$ cat config.mk
export PLATFORM = sky130hd
export DESIGN_NAME = alu_share_arbiter_flat
export DESIGN_NICKNAME = d
export VERILOG_FILES = /design/src/rtl/alu_share_arbiter_if.sv /design/src/rtl/alu_share_arbiter.sv /design/src/flat_wrapper.sv
export SDC_FILE = /design/constraint.sdc
export NUM_CORES = 1
export LEC_CHECK = 0
export CAP_MARGIN = 20
export CORE_MARGIN = 10
export CORE_UTILIZATION = 51
export DETAILED_ROUTE_END_ITERATION = 12
export PLACE_DENSITY = 0.77
export RECOVER_POWER = 100
export SLEW_MARGIN = 15
export SYNTH_ARGS = -nofsm -noshare
export SYNTH_HDL_FRONTEND = slang
export SYNTH_SLANG_ARGS = --single-unit
export TNS_END_PERCENT = 1
$ cat constraint.sdc
create_clock -name clk -period 7.4 [get_ports clk]
set_input_delay 1.48 -clock clk [delete_from_list [all_inputs] [get_ports clk]]
set_output_delay 1.48 -clock clk [all_outputs]
set_load 0.02 [all_outputs]
$ cat src/rtl/alu_share_arbiter_if.sv
// Request/response bundle for the shared ALU: two requesters in, one response channel out.
interface alu_share_arbiter_if;
    logic        req0_valid;
    logic        req0_ready;
    logic [31:0] req0_a;
    logic [31:0] req0_b;
    logic [2:0]  req0_op;
    logic        req1_valid;
    logic        req1_ready;
    logic [31:0] req1_a;
    logic [31:0] req1_b;
    logic [2:0]  req1_op;
    logic        rsp_valid;
    logic        rsp_ready;
    logic [31:0] rsp_data;
    logic        rsp_id;

    modport master (
        output req0_valid, req0_a, req0_b, req0_op,
        output req1_valid, req1_a, req1_b, req1_op,
        output rsp_ready,
        input  req0_ready, req1_ready, rsp_valid, rsp_data, rsp_id
    );

    modport slave (
        input  req0_valid, req0_a, req0_b, req0_op,
        input  req1_valid, req1_a, req1_b, req1_op,
        input  rsp_ready,
        output req0_ready, req1_ready, rsp_valid, rsp_data, rsp_id
    );
endinterface

$ cat src/rtl/alu_share_arbiter.sv
// Two-requester arbiter in front of one combinational 32-bit ALU; result is
// registered and held on a single response channel until accepted.
module alu_share_arbiter #(
    parameter int FIXED_PRIO = 0,
    parameter int CNT_W      = 16
) (
    input  logic             clk,
    input  logic             reset,
    alu_share_arbiter_if.slave bus,
    output logic [CNT_W-1:0] done_cnt
);
    typedef enum logic {IDLE, RESP} state_t;

    state_t      state;
    logic        last_id;
    logic        rsp_valid_q;
    logic [31:0] rsp_data_q;
    logic        rsp_id_q;

    logic        any_v;
    logic        gnt;
    logic        accept;
    logic [31:0] op_a;
    logic [31:0] op_b;
    logic [2:0]  op_sel;

    // Shift amounts use the whole B operand; anything >= 32 saturates.
    function automatic logic [31:0] alu(input logic [31:0] a, input logic [31:0] b,
                                        input logic [2:0] op);
        logic big;
        big = |b[31:5];
        case (op)
            3'b000:  alu = a + b;
            3'b001:  alu = a - b;
            3'b010:  alu = a & b;
            3'b011:  alu = a | b;
            3'b100:  alu = big ? 32'h0 : (a >> b[4:0]);
            3'b101:  alu = big ? {32{a[31]}} : 32'($signed(a) >>> b[4:0]);
            default: alu = 32'h0;
        endcase
    endfunction

    always_comb begin
        any_v = bus.req0_valid | bus.req1_valid;
        if (bus.req0_valid && bus.req1_valid)
            gnt = (FIXED_PRIO != 0) ? 1'b0 : ~last_id;
        else
            gnt = bus.req1_valid;
    end

    assign accept = reset && (state == IDLE) && any_v;
    assign op_a   = gnt ? bus.req1_a  : bus.req0_a;
    assign op_b   = gnt ? bus.req1_b  : bus.req0_b;
    assign op_sel = gnt ? bus.req1_op : bus.req0_op;

    assign bus.req0_ready = accept && !gnt;
    assign bus.req1_ready = accept && gnt;
    assign bus.rsp_valid  = rsp_valid_q;
    assign bus.rsp_data   = rsp_data_q;
    assign bus.rsp_id     = rsp_id_q;

    always_ff @(posedge clk) begin
        if (!reset) begin
            state       <= IDLE;
            last_id     <= 1'b1;
            rsp_valid_q <= 1'b0;
            rsp_data_q  <= 32'h0;
            rsp_id_q    <= 1'b0;
            done_cnt    <= '0;
        end else begin
            case (state)
                IDLE: if (any_v) begin
                    rsp_data_q  <= alu(op_a, op_b, op_sel);
                    rsp_id_q    <= gnt;
                    last_id     <= gnt;
                    rsp_valid_q <= 1'b1;
                    state       <= RESP;
                end
                RESP: if (bus.rsp_ready) begin
                    rsp_valid_q <= 1'b0;
                    done_cnt    <= done_cnt + 1'b1;
                    state       <= IDLE;
                end
                default: state <= IDLE;
            endcase
        end
    end
endmodule
$ cat src/flat_wrapper.sv
// flat-port wrapper written by rule: the top's interface ports become plain ports
module alu_share_arbiter_flat 
#(
    parameter int FIXED_PRIO = 0,
    parameter int CNT_W      = 16
)
  (clk, reset, done_cnt, bus_req0_valid, bus_req0_a, bus_req0_b, bus_req0_op, bus_req1_valid, bus_req1_a, bus_req1_b, bus_req1_op, bus_rsp_ready, bus_req0_ready, bus_req1_ready, bus_rsp_valid, bus_rsp_data, bus_rsp_id);
  alu_share_arbiter_if bus_i ();
  input  logic clk;
  input  logic reset;
  output logic [CNT_W-1:0] done_cnt;
  input wire logic [$bits(bus_i.req0_valid)-1:0] bus_req0_valid;
  input wire logic [$bits(bus_i.req0_a)-1:0] bus_req0_a;
  input wire logic [$bits(bus_i.req0_b)-1:0] bus_req0_b;
  input wire logic [$bits(bus_i.req0_op)-1:0] bus_req0_op;
  input wire logic [$bits(bus_i.req1_valid)-1:0] bus_req1_valid;
  input wire logic [$bits(bus_i.req1_a)-1:0] bus_req1_a;
  input wire logic [$bits(bus_i.req1_b)-1:0] bus_req1_b;
  input wire logic [$bits(bus_i.req1_op)-1:0] bus_req1_op;
  input wire logic [$bits(bus_i.rsp_ready)-1:0] bus_rsp_ready;
  output wire logic [$bits(bus_i.req0_ready)-1:0] bus_req0_ready;
  output wire logic [$bits(bus_i.req1_ready)-1:0] bus_req1_ready;
  output wire logic [$bits(bus_i.rsp_valid)-1:0] bus_rsp_valid;
  output wire logic [$bits(bus_i.rsp_data)-1:0] bus_rsp_data;
  output wire logic [$bits(bus_i.rsp_id)-1:0] bus_rsp_id;
  assign bus_i.req0_valid = bus_req0_valid;
  assign bus_i.req0_a = bus_req0_a;
  assign bus_i.req0_b = bus_req0_b;
  assign bus_i.req0_op = bus_req0_op;
  assign bus_i.req1_valid = bus_req1_valid;
  assign bus_i.req1_a = bus_req1_a;
  assign bus_i.req1_b = bus_req1_b;
  assign bus_i.req1_op = bus_req1_op;
  assign bus_i.rsp_ready = bus_rsp_ready;
  assign bus_req0_ready = bus_i.req0_ready;
  assign bus_req1_ready = bus_i.req1_ready;
  assign bus_rsp_valid = bus_i.rsp_valid;
  assign bus_rsp_data = bus_i.rsp_data;
  assign bus_rsp_id = bus_i.rsp_id;
  alu_share_arbiter #(.FIXED_PRIO(FIXED_PRIO), .CNT_W(CNT_W)) u_core (.clk(clk), .reset(reset), .bus(bus_i), .done_cnt(done_cnt));
endmodule
# ---- Word level (Yosys, flattened, before mapping)
# Cells that the tools add are included.
dict set report word_totals {
  register_bits 52
  in_bits 139
  out_inout_bits 52
}
dict set report classes {
  addsub 3
  n_eq_ne 7
  n_shift 2
  mux 13
  bitwise 5
  n_reduce_logical 11
}
# operator count
set ops {}
lappend ops {{$pmux 32 s6} 1}
lappend ops {{$mux 32} 4}
lappend ops {{$add 32x32->32} 1}
lappend ops {{$and 32x32->32} 1}
lappend ops {{$or 32x32->32} 1}
lappend ops {{$shr 32x5->32} 1}
lappend ops {{$sshr 32x5->32} 1}
lappend ops {{$sub 32x32->32} 1}
lappend ops {{$reduce_or 27->1} 1}
lappend ops {{$add 16x1->16 const B} 1}
lappend ops {{$eq 3x2->1 const B} 2}
lappend ops {{$eq 3x3->1 const B} 2}
lappend ops {{$reduce_and 2->1} 3}
lappend ops {{$logic_and 1x1->1} 5}
lappend ops {{$mux 1} 5}
lappend ops {{$pmux 1 s2} 2}
lappend ops {{$eq 3x1->1 const B} 1}
lappend ops {{$logic_not 3->1} 1}
lappend ops {{$mux 3} 1}
lappend ops {{$ne 2x1->1 const B} 1}
lappend ops {{$ne 2x2->1 const B} 1}
lappend ops {{$not 1->1} 2}
lappend ops {{$logic_not 1->1} 1}
lappend ops {{$or 1x1->1} 1}

# ---- Longest topological paths before layout
dict set report logic_depth {
  word_depth 6
  mapped_depth 24
  mapped_depth_nobuf 20
}

# ---- Worst setup path after synthesis
# No wires, ideal clock.
dict set report synth_timing {
  kind {input port to flip-flop}
  from {in bus_req1_valid}
  to {reg u_core.rsp_data_q[26], in the netlist u_core.bus.rsp_data[26]}
  t_arrival_ns 6.196
  required_ns 7.278
  setup_slack_ns 1.082
  cell_stages 22
  path_buffers 3
  path_cell_list {a21boi_0 -> mux2_2 -> inv_1 -> clkbuf_1 -> clkbuf_1 -> buf_1 -> ha_1 -> o21ai_0 -> nor2_1 -> nand2_1 -> nor2_1 -> a31oi_1 -> xor2_1 -> ha_1 -> a21o_1 -> o21a_1 -> a311o_1 -> nand2_1 -> a21boi_0 -> a211o_1 -> o221a_2 -> a221o_1}
}
dict set report synth_between {
  elab_chain_len 6
}
# item line
set synth_rtl {}
lappend synth_rtl {{start: declaration} flat_wrapper.sv:16} ;# input wire logic [$bits(bus_i.req1_valid)-1:0] bus_req1_valid;
lappend synth_rtl {{branches (longest 6 deep; another with $sub 32x32->32)} --}
lappend synth_rtl {{end signal: assignment} alu_share_arbiter.sv:73} ;# rsp_data_q <= alu(op_a, op_b, op_sel);
lappend synth_rtl {{end: declaration} alu_share_arbiter.sv:17} ;# logic [31:0] rsp_data_q;
# Parallel ways; which one is timed is not known.
# A chain may end at the register's enable or synchronous reset.

# ---- Worst setup path after layout
dict set report layout_timing {
  from {in bus_req0_valid}
  to {reg u_core.rsp_data_q[28], in the netlist u_core.bus.rsp_data[28]}
}
dict set report layout_between {
  elab_chain_len 6
}
# item line
set layout_rtl {}
lappend layout_rtl {{start: declaration} flat_wrapper.sv:12} ;# input wire logic [$bits(bus_i.req0_valid)-1:0] bus_req0_valid;
lappend layout_rtl {{branches (longest 6 deep; another with $sub 32x32->32)} --}
# Parallel ways; which one is timed is not known.

==> flow_summary.ini <==
[run_status]
status = finished clean

[floorplanning]
dieArea_um2 = 23800
boundary_pin_count = 191
die_width_um = 154
die_height_um = 154
fp.coreArea_um2 = 17800
core.rowCount = 49
initial_core_util_pct = 51.5

[synth]
yosys_warnings = 0
netlist_area_um2 = 9190
syn_avg_cell_area_um2 = 6.79
ys_async_sr_fraction_pct = 0
syn_inst = 1354
ys.flop_type = sky130_fd_sc_hd__dfxtp_1
post_synthesis_sequential_element_count = 52
netlist-cell-type-count = 78
synth_enable_flop_cells = 0
synth.net_count = 1529
synth_sequential_area_ratio_pct = 11.3

[cts]
cts_buffer_depth = 2
cts_resized = 0
cts_setup_buffers = 0
cts_sinks = 52
holdBufCountCts = 0
root_buffer_cell = sky130_fd_sc_hd__clkbuf_16
clk_latency_worst_skew_pair_ps = 300
path_clk_slew_ps = 80
clock_tree.htree_level_count = 2
tritoncts = built
tritoncts.num_buffers = 5

[finish]
num-fill-cells = 1709
layout.nets = 1666
seq_area_um2 = 1040
layout-drive-gt1-share_pct = 5.63
final_core_util_pct = 63.4
antenna_cells_inserted = 0
flow.area_growth_from_synthesis_pct = 23.0
instances_no_fill = 1721
non_filler_cell_area_final_um2 = 11300
multi_input_comb_area_um2 = 7640

[run]
cap_violations = 0

[global_routing]
grtUsageTotal_pct = 32.9
antenna_found_initial = 1
grt_max_degree = 53
grt_first_pass_wirelength_mm = 62.7
overflow = 0
number_of_global_route_vias_before_repair = 10622

[detailed_routing]
first_pass_iters = 7
drcViolationCount = 0
routed_via_density = 6.60
postRouteWirelength_mm = 42.0
per_cell_routed_wire_length_um = 24.4
final_antenna_net_count = 0
first_iter_violations = 1671
route.vias.total = 11359

[timing]
hold_viol_final = 0
setup-tns-final_ps = 0
final.setup_skew_ps = 10.6
drv_slew = 0
final_period_minus_worst_setup_slack_ps = 6550
max_freq_mhz = 153
unrepaired_setup_endpoints_after_global_routing = no
min_period_over_period_pct = 88.6
timing.final.ws_setup_ps = 847
worst-slew-pin-transition_ps = 1470
finalSetupViolCount = 0
slew-limit-headroom_pct = 1.89
whs_ps = 451

[setup_path]
crit_path_cell_trace = dlygate4sd3_1, a21boi_4, mux2_2, inv_1, ha_1, o21ai_0, nor2_1, nand2_1, nor2_1, a31oi_1, xor2_1, ha_1, a21o_1, o21a_1, a311o_1, nand2_1, a21boi_0, a211o_1, o31ai_1, xnor2_1, o21ai_0
crit_arrival_ps = 6740
r2r_setup_slack_ps = 2350
worst_r2r_endpoint = u_core.bus.rsp_data[28]
setup.worst_path.start_class = primary input
endpoint = u_core.bus.rsp_data[28]
worstSetupEndpointType = register
critPathSlowestCell = sky130_fd_sc_hd__dlygate4sd3_1
worst_r2r_startpoint = u_core.last_id
worst-endpoint-required_ps = 7580
crit_path_max_fanout = 11
rr_worst_depth = 20
timing_worst_setup_path_type = in2reg
cpPeakStageDelay_ps = 650
critPathLaunch = bus_req0_valid

[placement]
post_dp_cell_area_um2 = 11200
placed_cells = 1713
globalplace.congestion = 1.08
port_buffers = 190
placement.setup.worst_slack_ps = 771
hpwlAfterDp_mm = 34.0

[hold_path]
worstHoldStart = u_core.bus.rsp_data[3]
hold_class = reg2reg

[power_and_ir_drop]
leakagePower_nw = 4.78
worst_ir_drop_vdd_mv = 0.150
power_per_cell_area_nw_per_um2 = 154
power.total_mw = 1.74
## Yosys cell counts (6+ instances only)
library cell | n | area share [%]
sky130_fd_sc_hd__buf_1 | 10 | 0.41
sky130_fd_sc_hd__a21o_1 | 11 | 0.90
sky130_fd_sc_hd__nand2b_1 | 14 | 0.95
sky130_fd_sc_hd__a21boi_0 | 7 | 0.57
sky130_fd_sc_hd__clkbuf_8 | 9 | 1.3
sky130_fd_sc_hd__nand4_1 | 9 | 0.61
sky130_fd_sc_hd__nor2b_1 | 9 | 0.61
sky130_fd_sc_hd__nand3_1 | 26 | 1.4
sky130_fd_sc_hd__or3_1 | 7 | 0.48
sky130_fd_sc_hd__xor2_1 | 31 | 3.0
sky130_fd_sc_hd__mux2i_1 | 127 | 14
sky130_fd_sc_hd__mux2_2 | 24 | 2.9
sky130_fd_sc_hd__or4_1 | 8 | 0.65
sky130_fd_sc_hd__o221ai_1 | 7 | 0.67
sky130_fd_sc_hd__nor3_1 | 45 | 2.5
sky130_fd_sc_hd__o21ai_0 | 93 | 5.1
sky130_fd_sc_hd__a31oi_1 | 31 | 2.1
sky130_fd_sc_hd__a311oi_1 | 7 | 0.67
sky130_fd_sc_hd__a21oi_1 | 124 | 6.8
sky130_fd_sc_hd__nor4_1 | 7 | 0.48
sky130_fd_sc_hd__ha_1 | 35 | 4.8
sky130_fd_sc_hd__a211oi_1 | 17 | 1.4
sky130_fd_sc_hd__and2_1 | 14 | 0.95
sky130_fd_sc_hd__xnor2_1 | 35 | 3.3
sky130_fd_sc_hd__and3_1 | 12 | 0.82
sky130_fd_sc_hd__o211ai_1 | 19 | 1.6
sky130_fd_sc_hd__nor2_1 | 120 | 4.9
sky130_fd_sc_hd__buf_2 | 16 | 0.87
sky130_fd_sc_hd__dfxtp_1 | 52 | 11
sky130_fd_sc_hd__o31ai_1 | 10 | 0.82
sky130_fd_sc_hd__o21bai_1 | 6 | 0.49
sky130_fd_sc_hd__clkbuf_1 | 53 | 2.2
sky130_fd_sc_hd__a22oi_1 | 8 | 0.65
sky130_fd_sc_hd__o22ai_1 | 8 | 0.54
sky130_fd_sc_hd__inv_1 | 24 | 0.98
sky130_fd_sc_hd__nand2_1 | 229 | 9.4
sky130_fd_sc_hd__o21a_1 | 9 | 0.74
## flip-flops by register name, indices dropped and copies added, names as in the netlist
name                  count
u_core.bus.rsp_valid      1
u_core.bus.rsp_data      32
u_core.last_id            1
u_core.bus.rsp_id         1
u_core.state              1
u_core.done_cnt          16
## report_power, final
| part | leakage [nW] | internal (mW) | switching [mW] |
|---|---|---|---|
| sequential | 0.424 | 0.302 | 0.0155 |
| combinational | 4.29 | 0.454 | 0.735 |
| clock | 0.0702 | 0.126 | 0.110 |
## worst min path at each step
stage                                   end  slack, ps  depth (start not counted)
finish               u_core.bus.rsp_data[3]        450                          2
global route         u_core.bus.rsp_data[3]        480                          2
CTS                 u_core.bus.rsp_data[19]        450                          2
detailed placement  u_core.bus.rsp_data[19]        440                          2
global placement          u_core.bus.rsp_id        430                          1
floorplan                    u_core.last_id        520                          2
## routing by layer
metal | track usage (%) | wire length [µm] | share of wire [%]
met1 | 42.3 | 16600 | 40
met2 | 50.8 | 18000 | 43
met3 | 9.29 | 5330 | 13
met4 | 12.5 | 2020 | 4.8
met5 | 0 | 0 | 0
## area by class of cell
class / count / area share, %
timing repair buffer: 219 / 18.6
inverter: 24 / 0.797
clock buffer: 5 / 1.11
tap: 229 / 2.53
clock inverter: 3 / 0.188
multi-input combinational: 1189 / 67.6
sequential: 52 / 9.21
## critical path, delay by kind of cell
kind,cells,cell delay [ps]
AO/OA/AOI/OAI,10,2410
XOR/XNOR,2,340
adder cells (fa/ha/maj),2,680
buffers and inverters,2,730
multiplexers,1,410
AND/OR/NAND/NOR,4,680
## cell usage in the layout, fill, tap and decap left out, types with 14 or more instances in the layout
master                            instances
sky130_fd_sc_hd__xor2_1                  31
sky130_fd_sc_hd__a31oi_1                 31
sky130_fd_sc_hd__a21oi_1                124
sky130_fd_sc_hd__xnor2_1                 35
sky130_fd_sc_hd__o211ai_1                19
sky130_fd_sc_hd__o21ai_0                 94
sky130_fd_sc_hd__dfxtp_1                 52
sky130_fd_sc_hd__nor3_1                  45
sky130_fd_sc_hd__inv_1                   24
sky130_fd_sc_hd__clkdlybuf4s50_1        134
sky130_fd_sc_hd__mux2_2                  24
sky130_fd_sc_hd__nor2_1                 120
sky130_fd_sc_hd__dlygate4sd3_1           54
sky130_fd_sc_hd__ha_1                    35
sky130_fd_sc_hd__nand2_1                229
sky130_fd_sc_hd__nand2b_1                14
sky130_fd_sc_hd__buf_4                   26
sky130_fd_sc_hd__mux2i_1                126
sky130_fd_sc_hd__a211oi_1                17
sky130_fd_sc_hd__nand3_1                 26
## kinds of logic (layout without fill, tap and decap cells)
| kind of cell | Yosys count | in the layout | share of synthesized area (%) |
|---|---|---|---|
| adders and majority gates | 41 | 41 | 5.53 |
| xor gates and xnor gates | 66 | 66 | 6.29 |
| AOI/OAI and AO/OA | 413 | 413 | 28.5 |
| DFF | 52 | 52 | 11.3 |
| muxes | 153 | 153 | 17.2 |
| and+or+nand+nor | 516 | 516 | 25.3 |
| buffers and inverters | 113 | 251 | 5.85 |
(Power assumes the default switching activity.)
